`src/rtl/fifo_burst_drain_if.sv`:
```
// Bus bundle for fifo_burst_drain: FIFO read port, burst request channel and write data channel.
// Handshake: a beat transfers on a rising clk edge where valid && ready; once valid is high the
// sender keeps its payload stable until that edge, and valid never depends on ready.
interface fifo_burst_drain_if #(
    parameter int WIDTH    = 32,
    parameter int AWIDTH   = 32,
    parameter int LOGDEPTH = 3,
    parameter int LOGBURST = 2
);
    // FIFO read (deq) side
    logic                in_valid;
    logic [WIDTH-1:0]    in_data;
    logic                in_ready;
    logic [LOGDEPTH:0]   in_count;

    // burst request channel
    logic                req_valid;
    logic [AWIDTH-1:0]   req_addr;
    logic [LOGBURST:0]   req_len;
    logic                req_ready;

    // write data channel
    logic                wr_valid;
    logic [WIDTH-1:0]    wr_data;
    logic                wr_last;
    logic                wr_ready;

    modport master (
        input  in_valid, in_data, in_count, req_ready, wr_ready,
        output in_ready, req_valid, req_addr, req_len, wr_valid, wr_data, wr_last
    );

    modport slave (
        output in_valid, in_data, in_count, req_ready, wr_ready,
        input  in_ready, req_valid, req_addr, req_len, wr_valid, wr_data, wr_last
    );
endinterface

```
`src/rtl/fifo_burst_drain.sv`:
```
// Drains a FIFO read port into length-prefixed write bursts: one (addr,len) request beat, then
// len data beats passed straight through from the FIFO head with wr_last on the final one.
module fifo_burst_drain #(
    parameter int WIDTH    = 32,
    parameter int AWIDTH   = 32,
    parameter int LOGDEPTH = 3,
    parameter int LOGBURST = 2,
    parameter int TIMEOUT  = 16
) (
    input  logic              clk,
    input  logic              rst_n,
    fifo_burst_drain_if.master bus,
    input  logic              flush,
    input  logic              cfg_load,
    input  logic [AWIDTH-1:0] cfg_base,
    output logic              busy,
    output logic [1:0]        state_dbg
);
    localparam int MAXB = 1 << LOGBURST;
    localparam int TW   = $clog2(TIMEOUT + 1);
    localparam logic [TW-1:0]       TIMER_MAX  = TW'(TIMEOUT - 1);
    localparam logic [LOGDEPTH:0]   MAXB_CNT   = (LOGDEPTH + 1)'(MAXB);
    localparam logic [LOGBURST:0]   MAXB_LEN   = (LOGBURST + 1)'(MAXB);
    localparam logic [AWIDTH-1:0]   BEAT_BYTES = AWIDTH'(WIDTH / 8);

    typedef enum logic [1:0] {
        IDLE = 2'd0,
        REQ  = 2'd1,
        DATA = 2'd2
    } state_t;

    state_t            state;
    state_t            state_next;
    logic [AWIDTH-1:0] addr_q;
    logic [AWIDTH-1:0] req_addr_q;
    logic [LOGBURST:0] len_q;
    logic [LOGBURST:0] beat_q;
    logic [TW-1:0]     timer_q;
    logic              flush_pend_q;

    logic              has_data;
    logic              full_burst;
    logic              trigger;
    logic              req_fire;
    logic              wr_fire;
    logic              last_beat;
    logic [LOGBURST:0] burst_len;

    assign has_data   = (bus.in_count != '0);
    assign full_burst = (bus.in_count >= MAXB_CNT);
    // cfg_load wins over a trigger in the same cycle so the new base is used by the next burst
    assign trigger    = (state == IDLE) && !cfg_load &&
                        (full_burst || (has_data && ((timer_q == TIMER_MAX) || flush || flush_pend_q)));
    assign burst_len  = full_burst ? MAXB_LEN : bus.in_count[LOGBURST:0];
    assign req_fire   = bus.req_valid && bus.req_ready;
    assign wr_fire    = bus.wr_valid && bus.wr_ready;
    assign last_beat  = (beat_q == (len_q - (LOGBURST + 1)'(1)));

    // state register
    always_ff @(posedge clk or negedge rst_n) begin
        if (!rst_n) begin
            state <= IDLE;
        end else begin
            state <= state_next;
        end
    end

    // next-state logic
    always_comb begin
        state_next = state;
        case (state)
            IDLE: if (trigger) state_next = REQ;
            REQ:  if (req_fire) state_next = DATA;
            DATA: if (wr_fire && last_beat) state_next = IDLE;
            default: state_next = IDLE;
        endcase
    end

    // outputs: DATA is a zero-latency pass-through of the FIFO head, so the FIFO only pops on wr fire
    always_comb begin
        bus.in_ready  = 1'b0;
        bus.req_valid = 1'b0;
        bus.wr_valid  = 1'b0;
        bus.wr_data   = '0;
        bus.wr_last   = 1'b0;
        case (state)
            REQ: begin
                bus.req_valid = 1'b1;
            end
            DATA: begin
                bus.wr_valid = bus.in_valid;
                bus.wr_data  = bus.in_data;
                bus.in_ready = bus.wr_ready;
                bus.wr_last  = last_beat;
            end
            default: ;
        endcase
    end

    assign bus.req_addr = req_addr_q;
    assign bus.req_len  = len_q;
    assign busy         = (state != IDLE);
    assign state_dbg    = state;

    // datapath: address counter, burst latch, beat counter, idle timer, pending flush
    always_ff @(posedge clk or negedge rst_n) begin
        if (!rst_n) begin
            addr_q       <= '0;
            req_addr_q   <= '0;
            len_q        <= '0;
            beat_q       <= '0;
            timer_q      <= '0;
            flush_pend_q <= 1'b0;
        end else begin
            if (state == IDLE) begin
                if (cfg_load) begin
                    addr_q <= cfg_base;
                end
                if (trigger) begin
                    len_q        <= burst_len;
                    req_addr_q   <= addr_q;
                    timer_q      <= '0;
                    flush_pend_q <= 1'b0;
                end else begin
                    if (!has_data) begin
                        timer_q <= '0;
                    end else if (!full_burst && (timer_q != TIMER_MAX)) begin
                        timer_q <= timer_q + TW'(1);
                    end
                    // a flush that cannot be served now is remembered for the next data
                    if (flush) begin
                        flush_pend_q <= 1'b1;
                    end
                end
            end
            if (req_fire) begin
                beat_q <= '0;
            end
            if (state == DATA && wr_fire) begin
                beat_q <= beat_q + (LOGBURST + 1)'(1);
                if (last_beat) begin
                    addr_q <= addr_q + (AWIDTH'(len_q) * BEAT_BYTES);
                end
            end
        end
    end
endmodule

```
`src/flat_wrapper.sv`:
```
// flat-port wrapper written by rule: the top's interface ports become plain ports
module fifo_burst_drain_flat 
#(
    parameter int WIDTH    = 32,
    parameter int AWIDTH   = 32,
    parameter int LOGDEPTH = 3,
    parameter int LOGBURST = 2,
    parameter int TIMEOUT  = 16
)
  (clk, rst_n, flush, cfg_load, cfg_base, busy, state_dbg, bus_in_valid, bus_in_data, bus_in_count, bus_req_ready, bus_wr_ready, bus_in_ready, bus_req_valid, bus_req_addr, bus_req_len, bus_wr_valid, bus_wr_data, bus_wr_last);
  fifo_burst_drain_if #(.WIDTH(WIDTH), .AWIDTH(AWIDTH), .LOGDEPTH(LOGDEPTH), .LOGBURST(LOGBURST)) bus_i ();
  input  logic clk;
  input  logic rst_n;
  input  logic flush;
  input  logic cfg_load;
  input  logic [AWIDTH-1:0] cfg_base;
  output logic busy;
  output logic [1:0] state_dbg;
  input wire logic [$bits(bus_i.in_valid)-1:0] bus_in_valid;
  input wire logic [$bits(bus_i.in_data)-1:0] bus_in_data;
  input wire logic [$bits(bus_i.in_count)-1:0] bus_in_count;
  input wire logic [$bits(bus_i.req_ready)-1:0] bus_req_ready;
  input wire logic [$bits(bus_i.wr_ready)-1:0] bus_wr_ready;
  output wire logic [$bits(bus_i.in_ready)-1:0] bus_in_ready;
  output wire logic [$bits(bus_i.req_valid)-1:0] bus_req_valid;
  output wire logic [$bits(bus_i.req_addr)-1:0] bus_req_addr;
  output wire logic [$bits(bus_i.req_len)-1:0] bus_req_len;
  output wire logic [$bits(bus_i.wr_valid)-1:0] bus_wr_valid;
  output wire logic [$bits(bus_i.wr_data)-1:0] bus_wr_data;
  output wire logic [$bits(bus_i.wr_last)-1:0] bus_wr_last;
  assign bus_i.in_valid = bus_in_valid;
  assign bus_i.in_data = bus_in_data;
  assign bus_i.in_count = bus_in_count;
  assign bus_i.req_ready = bus_req_ready;
  assign bus_i.wr_ready = bus_wr_ready;
  assign bus_in_ready = bus_i.in_ready;
  assign bus_req_valid = bus_i.req_valid;
  assign bus_req_addr = bus_i.req_addr;
  assign bus_req_len = bus_i.req_len;
  assign bus_wr_valid = bus_i.wr_valid;
  assign bus_wr_data = bus_i.wr_data;
  assign bus_wr_last = bus_i.wr_last;
  fifo_burst_drain #(.WIDTH(WIDTH), .AWIDTH(AWIDTH), .LOGDEPTH(LOGDEPTH), .LOGBURST(LOGBURST), .TIMEOUT(TIMEOUT)) u_core (.clk(clk), .rst_n(rst_n), .bus(bus_i), .flush(flush), .cfg_load(cfg_load), .cfg_base(cfg_base), .busy(busy), .state_dbg(state_dbg));
endmodule
```
`config.mk`:
```
export PLATFORM = sky130hd
export DESIGN_NAME = fifo_burst_drain_flat
export DESIGN_NICKNAME = d
export VERILOG_FILES = /design/src/rtl/fifo_burst_drain_if.sv /design/src/rtl/fifo_burst_drain.sv /design/src/flat_wrapper.sv
export SDC_FILE = /design/constraint.sdc
export NUM_CORES = 1
export LEC_CHECK = 0
export ABC_AREA = 1
export ABC_CLOCK_PERIOD_IN_PS = 5180
export BUFFER_PORTS_ARGS = -buffer_cell sky130_fd_sc_hd__buf_4
export CAP_MARGIN = 20
export CORE_MARGIN = 2
export CORE_UTILIZATION = 56
export CTS_BUF_LIST = sky130_fd_sc_hd__clkbuf_4 sky130_fd_sc_hd__clkbuf_8
export DETAILED_ROUTE_END_ITERATION = 16
export PLACE_DENSITY = 0.87
export RECOVER_POWER = 100
export SETUP_SLACK_MARGIN = 0.15
export SLEW_MARGIN = 20
export SYNTH_ARGS = -nofsm -noshare
export SYNTH_HDL_FRONTEND = slang
export SYNTH_SLANG_ARGS = --single-unit
export TNS_END_PERCENT = 5
```
`constraint.sdc`:
```
create_clock -name clk -period 5.18 [get_ports clk]
set_input_delay 1.036 -clock clk [delete_from_list [all_inputs] [get_ports clk]]
set_output_delay 1.036 -clock clk [all_outputs]
set_load 0.01 [all_outputs]
```
# [Word level (Yosys, flattened, before mapping)]
# Index checks and enable logic that the tools add are counted.
[totals] regBits=78 out_inout_bits=74 elab_cells=64 input_bits=75
[op_classes] n_mux=21 n_eq_ne=9 n_lt_le_gt_ge=1 n_reduce_logical=22 add_sub_neg=4
[op_table] cell="32-bit 2-to-1 mux" count=5
[op_table] cell="32-bit by 5-bit adder with 32-bit output" count=1
[op_table] cell="5-bit 2-to-1 mux" count=3
[op_table] cell="3-bit 2-to-1 mux" count=3
[op_table] cell="1-bit logical AND" count=8
[op_table] cell="1-bit 2-to-1 mux" count=6
[op_table] cell="2-bit 2-to-1 mux" count=3
[op_table] cell="2-bit by 1-bit != test with 1-bit output (second input constant)" count=3
[op_table] cell="2-bit one-hot mux with 3 select lines" count=1
[op_table] cell="2-bit AND reduction" count=3
[op_table] cell="2-bit nonzero test" count=3
[op_table] cell="5-bit by 1-bit adder with 5-bit output (second input constant)" count=1
[op_table] cell="5-bit by 4-bit equality test with 1-bit output (second input constant)" count=1
[op_table] cell="5-bit by 4-bit != test with 1-bit output (second input constant)" count=1
[op_table] cell="4-bit by 3-bit greater-or-equal comparator with 1-bit output (second input constant)" count=1
[op_table] cell="4-bit nonzero test" count=1
[op_table] cell="3-bit by 1-bit adder with 3-bit output (second input constant)" count=1
[op_table] cell="3-bit equality test" count=1
[op_table] cell="1-bit logical OR" count=3
[op_table] cell="3-bit != test (second input constant)" count=1
[op_table] cell="3-bit AND reduction" count=1
[op_table] cell="3-bit by 1-bit subtractor with 3-bit output (second input constant)" count=1
[op_table] cell="2-bit by 1-bit equality test with 1-bit output (second input constant)" count=1
[op_table] cell="2-bit equality test (second input constant)" count=1
[op_table] cell="2 further kinds" count=3

# [Logic depth before layout (Yosys ltp)]
[depth] ltp_word=8 mapped_depth=12 mapped_depth_nobuf=12

# [Worst setup path before layout]
# OpenSTA, ideal clock, no wires.
[synth_path] kind="register to output" from="register u_core.len_q[1], in the netlist u_core.bus.req_len[1]" to="output bus_wr_last" path_buffers=0 path_stages_with_launch=9 required_ns=4.144 slack_ns=2.688 t_arrival_ns=1.456 path_cell_list="dfrtp_1 inv_1 ha_1 inv_1 nand2_1 nand2_1 nor2_1 nand2_2 nor2_1"
[synth_via] elab_chain_len=3
[synth_rtl] item="from (decl)" line_no="fifo_burst_drain.sv:36" rtl="logic [LOGBURST:0] len_q;"
[synth_rtl] item="from (signal assigned)" line_no="fifo_burst_drain.sv:120" rtl="len_q <= burst_len;"
[synth_rtl] item="3-bit by 1-bit subtractor with 3-bit output" line_no="fifo_burst_drain.sv:57" rtl="assign last_beat = (beat_q == (len_q - (LOGBURST + 1)'(1)));"
[synth_rtl] item="3-bit equality test" line_no="fifo_burst_drain.sv:57"
[synth_rtl] item="1-bit 2-to-1 mux" line_no="fifo_burst_drain.sv:86" rtl="case (state)"
[synth_rtl] item="to (decl)" line_no="flat_wrapper.sv:30" rtl="output wire logic [$bits(bus_i.wr_last)-1:0] bus_wr_last;"
# Every way passes these cells.

# [Worst setup path after layout]
[layout_path] from="register u_core.state[0], in the netlist u_core.state_dbg[0]" to="register u_core.addr_q[12]"
[layout_via] elab_chain_len=5 elab_cells_between_ends=8 classes_between="eq/ne (1); mux (4); reduce/logical (3)"
[layout_rtl] item="from (decl)" line_no="fifo_burst_drain.sv:32" rtl="state_t state;"
[layout_rtl] item="from (signal assigned)" line_no="fifo_burst_drain.sv:64" rtl="state <= state_next;"
[layout_rtl] item="2-bit equality test" line_no="fifo_burst_drain.sv:86, fifo_burst_drain.sv:139"
[layout_rtl] item="1-bit 2-to-1 mux" line_no="fifo_burst_drain.sv:86"
[layout_rtl] item="1-bit logical AND" line_no="fifo_burst_drain.sv:56" rtl="assign wr_fire = bus.wr_valid && bus.wr_ready;"
[layout_rtl] item="1-bit logical AND" line_no="fifo_burst_drain.sv:139" rtl="if (state == DATA && wr_fire) begin"
[layout_rtl] item="32-bit 2-to-1 mux *" line_no="fifo_burst_drain.sv:139"
[layout_rtl] item="to (signal assigned)" line_no="fifo_burst_drain.sv:117" rtl="addr_q <= cfg_base;"
[layout_rtl] item="to (signal assigned)" line_no="fifo_burst_drain.sv:142" rtl="addr_q <= addr_q + (AWIDTH'(len_q) * BEAT_BYTES);"
[layout_rtl] item="to (decl)" line_no="fifo_burst_drain.sv:34" rtl="logic [AWIDTH-1:0] addr_q;"
# Every way passes the cells marked *; elsewhere a longest branch is shown, timed or not.
# A chain may end at the register's enable or synchronous reset.

==> flow_metrics.env <==
export IMPL_syn_inst=647
export IMPL_yosysTopAreaCellShare_pct=41.3
export IMPL_die_area_mm2=0.00920
export IMPL_synth_edf_count=0
export IMPL_rows=33
export IMPL_crit_chain="inv_1, nand2_1, nor2_1, nand2_1, clkinvlp_2, nand3_1, o211ai_1, nand2_1"
export IMPL_power_frac_seq_pct=38.5
export IMPL_yosys_warnings=0
export IMPL_die_y_um=95.9
export IMPL_syn_area_per_cell_um2=7.31
export IMPL_place_congestion=0.871
export IMPL_final_setup_tns_ps=0
export IMPL_swShare_pct=44.9
export IMPL_drt_pass1_iterations=5
export IMPL_combPwrFrac_pct=45.4
export IMPL_routedWlPerCell_um=13.4
export IMPL_multi_input_area_mm2=0.00217
export IMPL_initialDrtViolationCount=226
export IMPL_vias=4590
export IMPL_drive_above_1_share_pct=13.5
export IMPL_status="finished with violations"
export IMPL_cts_max_path_buffers=2
export IMPL_synthTopCellsByArea="dfrtp_1 41%, nand2_1 17%, inv_1 7.1%, nor2_1 6.3%, nand3_1 3.9%"
export IMPL_netlist_area_mm2=0.00473
export IMPL_final_common_cell="nand2_1"
export IMPL_grt_use_total_pct=27.0
export IMPL_vdd_drop_max_mv=0.234
export IMPL_period_needed_ps=3200
export IMPL_ioPinCount=149
export IMPL_skew_ps=13.9
export IMPL_endpoint_kind="flop"
export IMPL_synth_yosys_seq_area_share_pct=41.3
export IMPL_nFillCells=779
export IMPL_io_buffers=148
export IMPL_synth_ff_type="dfrtp_1"
export IMPL_cts_buffers=9
export IMPL_arrival_ps=3440
export IMPL_area_growth_pct=19.6
export IMPL_fin_crit_sh_pct=61.8
export IMPL_root_buffer="clkbuf_8"
export IMPL_grt_pass1_wl_mm=19.3
export IMPL_postSynthNetCount=730
export IMPL_initial_core_util_pct=57.6
export IMPL_maxSlewHeadroom_pct=-29.3
export IMPL_cp_slowest_cell="nand3_1"
export IMPL_finalMaxSlewViolations=79
export IMPL_cts_resized=0
export IMPL_hold_violations=0
export IMPL_wl_mm=12.1
export IMPL_p_clk_share_pct=16.2
export IMPL_clk_pin_slew_ps=80
export IMPL_cp_start_kind="flop"
export IMPL_htreeDepth=3
export IMPL_remaining_drc_errors=0
export IMPL_fp_dieW_um=95.9
export IMPL_grt_pass1_vias=4323
export IMPL_cts_setup_buffers=0
export IMPL_cp_required_ps=5420
export IMPL_final_cell_mix="218 x nand2_1, 90 x inv_1, 83 x nor2_1"
export IMPL_fin_ws_ps=1980
export IMPL_synth_seq_cells=78
export IMPL_finish_utilization_pct=68.8
export IMPL_seqCellArea_mm2=0.00195
export IMPL_grt_max_degree=79
export IMPL_insertion_delay_ps=360
export IMPL_p_int_w=0.00166
export IMPL_rsz0062_at_grt="false"
export IMPL_antenna_cells=0
export IMPL_cpLargestDelayFamily="simple AND/OR/NAND/NOR gates"
export IMPL_place_ws_ps=2320
export IMPL_power_per_cell_area_mw_per_mm2=532
export IMPL_cts_tree="built"
export IMPL_critPathMostFrequentCell="nand2_1"
export IMPL_worstMarginPinSlew_ps=1940
export IMPL_cts_hold_buf=0
export IMPL_violations="max-capacitance violations, max-slew violations"
export IMPL_fmax_mhz=312
export IMPL_cp_buffers_inverters=2
export IMPL_cts_sinks=78
export IMPL_synth_cell_types=34
export IMPL_critPathMaxStageDelay_ps=710
export IMPL_hold_class="flop to flop"
export IMPL_crit_fanout=36
export IMPL_maxCapViolations=1
export IMPL_crit_type="flop to flop"
export IMPL_ys_async_sr_fraction_pct=100
export IMPL_dp_hpwl_mm=8.98
export IMPL_core_area_mm2=0.00822
export IMPL_postRouteAntennaNets=0
export IMPL_overflow=0
export IMPL_p_switching_w=0.00135
export IMPL_vias_per_cell=5.12
export IMPL_leakagePower_nw=3.00
export IMPL_synth_top_area_cell="dfrtp_1"
export IMPL_fin_nets=871
export IMPL_antenna_found_initial=0
export IMPL_setup_violations=0
==> power groups by stage <==
| stage | sequential, W | combinational [W] | clock [W] |
|---|---|---|---|
| floorplan | 0.00117 | 0.00101 | 0 |
| global placement | 0.00115 | 0.00155 | 0 |
| detailed placement | 0.00117 | 0.00160 | 0 |
| CTS | 0.00116 | 0.00161 | 0.000487 |
| global route | 0.00119 | 0.00157 | 0.000517 |
| finish | 0.00116 | 0.00137 | 0.000487 |
==> area by class of cell <==
class / instances / area share (%)
repair buffers: 149 / 14.9
well taps: 105 / 2.32
clock inverters: 3 / 0.752
clock buffers: 12 / 2.92
flip-flops and latches: 78 / 34.5
multi-input cells: 457 / 38.4
inverters: 93 / 6.24
==> worst reg2reg max path: cells and delay by family (launching register included) <==
family / cells / cell delay, ps
buffers and inverters: 2 / 270
DFF: 1 / 410
AOI/OAI and AO/OA: 1 / 410
and+or+nand+nor: 5 / 2000
==> registers in the layout, summed over array words and instances (netlist names) <==
register	cells
u_core.addr_q	32
u_core.beat_q	3
u_core.bus.req_addr	32
u_core.bus.req_len	3
u_core.flush_pend_q	1
u_core.state_dbg	2
u_core.timer_q	5
==> per-stage QoR <==
step	hold WS [ps]	cell area, um^2	total power [W]	std cells
final	473	5660	0.00301	897
after global routing	492	5660	0.00328	897
after CTS	480	6030	0.00326	897
after detailed placement	460	5820	0.00277	882
after global placement	454	5820	0.00270	882
after floorplan	443	4730	0.00218	647
==> kinds of logic after synthesis <==
family	Yosys count	share of synthesized area [%]
adder cells (fa/ha/maj)	8	2.28
AO/OA/AOI/OAI	75	9.18
AND/OR/NAND/NOR	346	30.7
buffers and inverters	112	10.8
flip-flops	78	41.3
multiplexers	14	3.23
XOR/XNOR	14	2.59
==> layer usage <==
metal	vias up	part of all wire (%)	global-route usage, %
met3	19	6.8	4.31
li1	2285	-	-
met1	2082	41	33.1
met5	-	0	0
met4	0	1.8	8.45
met2	204	50	48.6
==> cell usage after synthesis (2+ instances only) <==
library cell / instances
dfrtp_1: 78
nand4_1: 4
a21oi_1: 5
xor2_1: 12
nor2_1: 80
o211ai_1: 6
o21ai_0: 26
nand3_1: 37
mux2_2: 10
xnor2_1: 2
nor2_4: 3
nor2_8: 2
o22ai_1: 3
buf_2: 5
inv_1: 90
o21ai_2: 8
o21a_1: 2
nand2_4: 3
ha_1: 7
mux2i_1: 4
clkbuf_1: 3
buf_6: 10
nand2_1: 214
o21ai_1: 23
==> path summary, 6_finish.rpt <==
path | slack, ps | from | to | cells past startpoint
setup reg to reg | 1980 | u_core.state_dbg[0] | u_core.addr_q[12] | 8
hold reg to reg | 470 | u_core.bus.req_addr[4] | u_core.bus.req_addr[4] | 2
hold / removal | 470 | u_core.bus.req_addr[4] | u_core.bus.req_addr[4] | 2
max in group asynchronous | 2820 | rst_n | u_core.addr_q[16] | 1
min in group asynchronous | 1220 | rst_n | u_core.bus.req_addr[1] | 1
setup / recovery | 1980 | u_core.state_dbg[0] | u_core.addr_q[12] | 8
(Power assumes the default switching activity.)
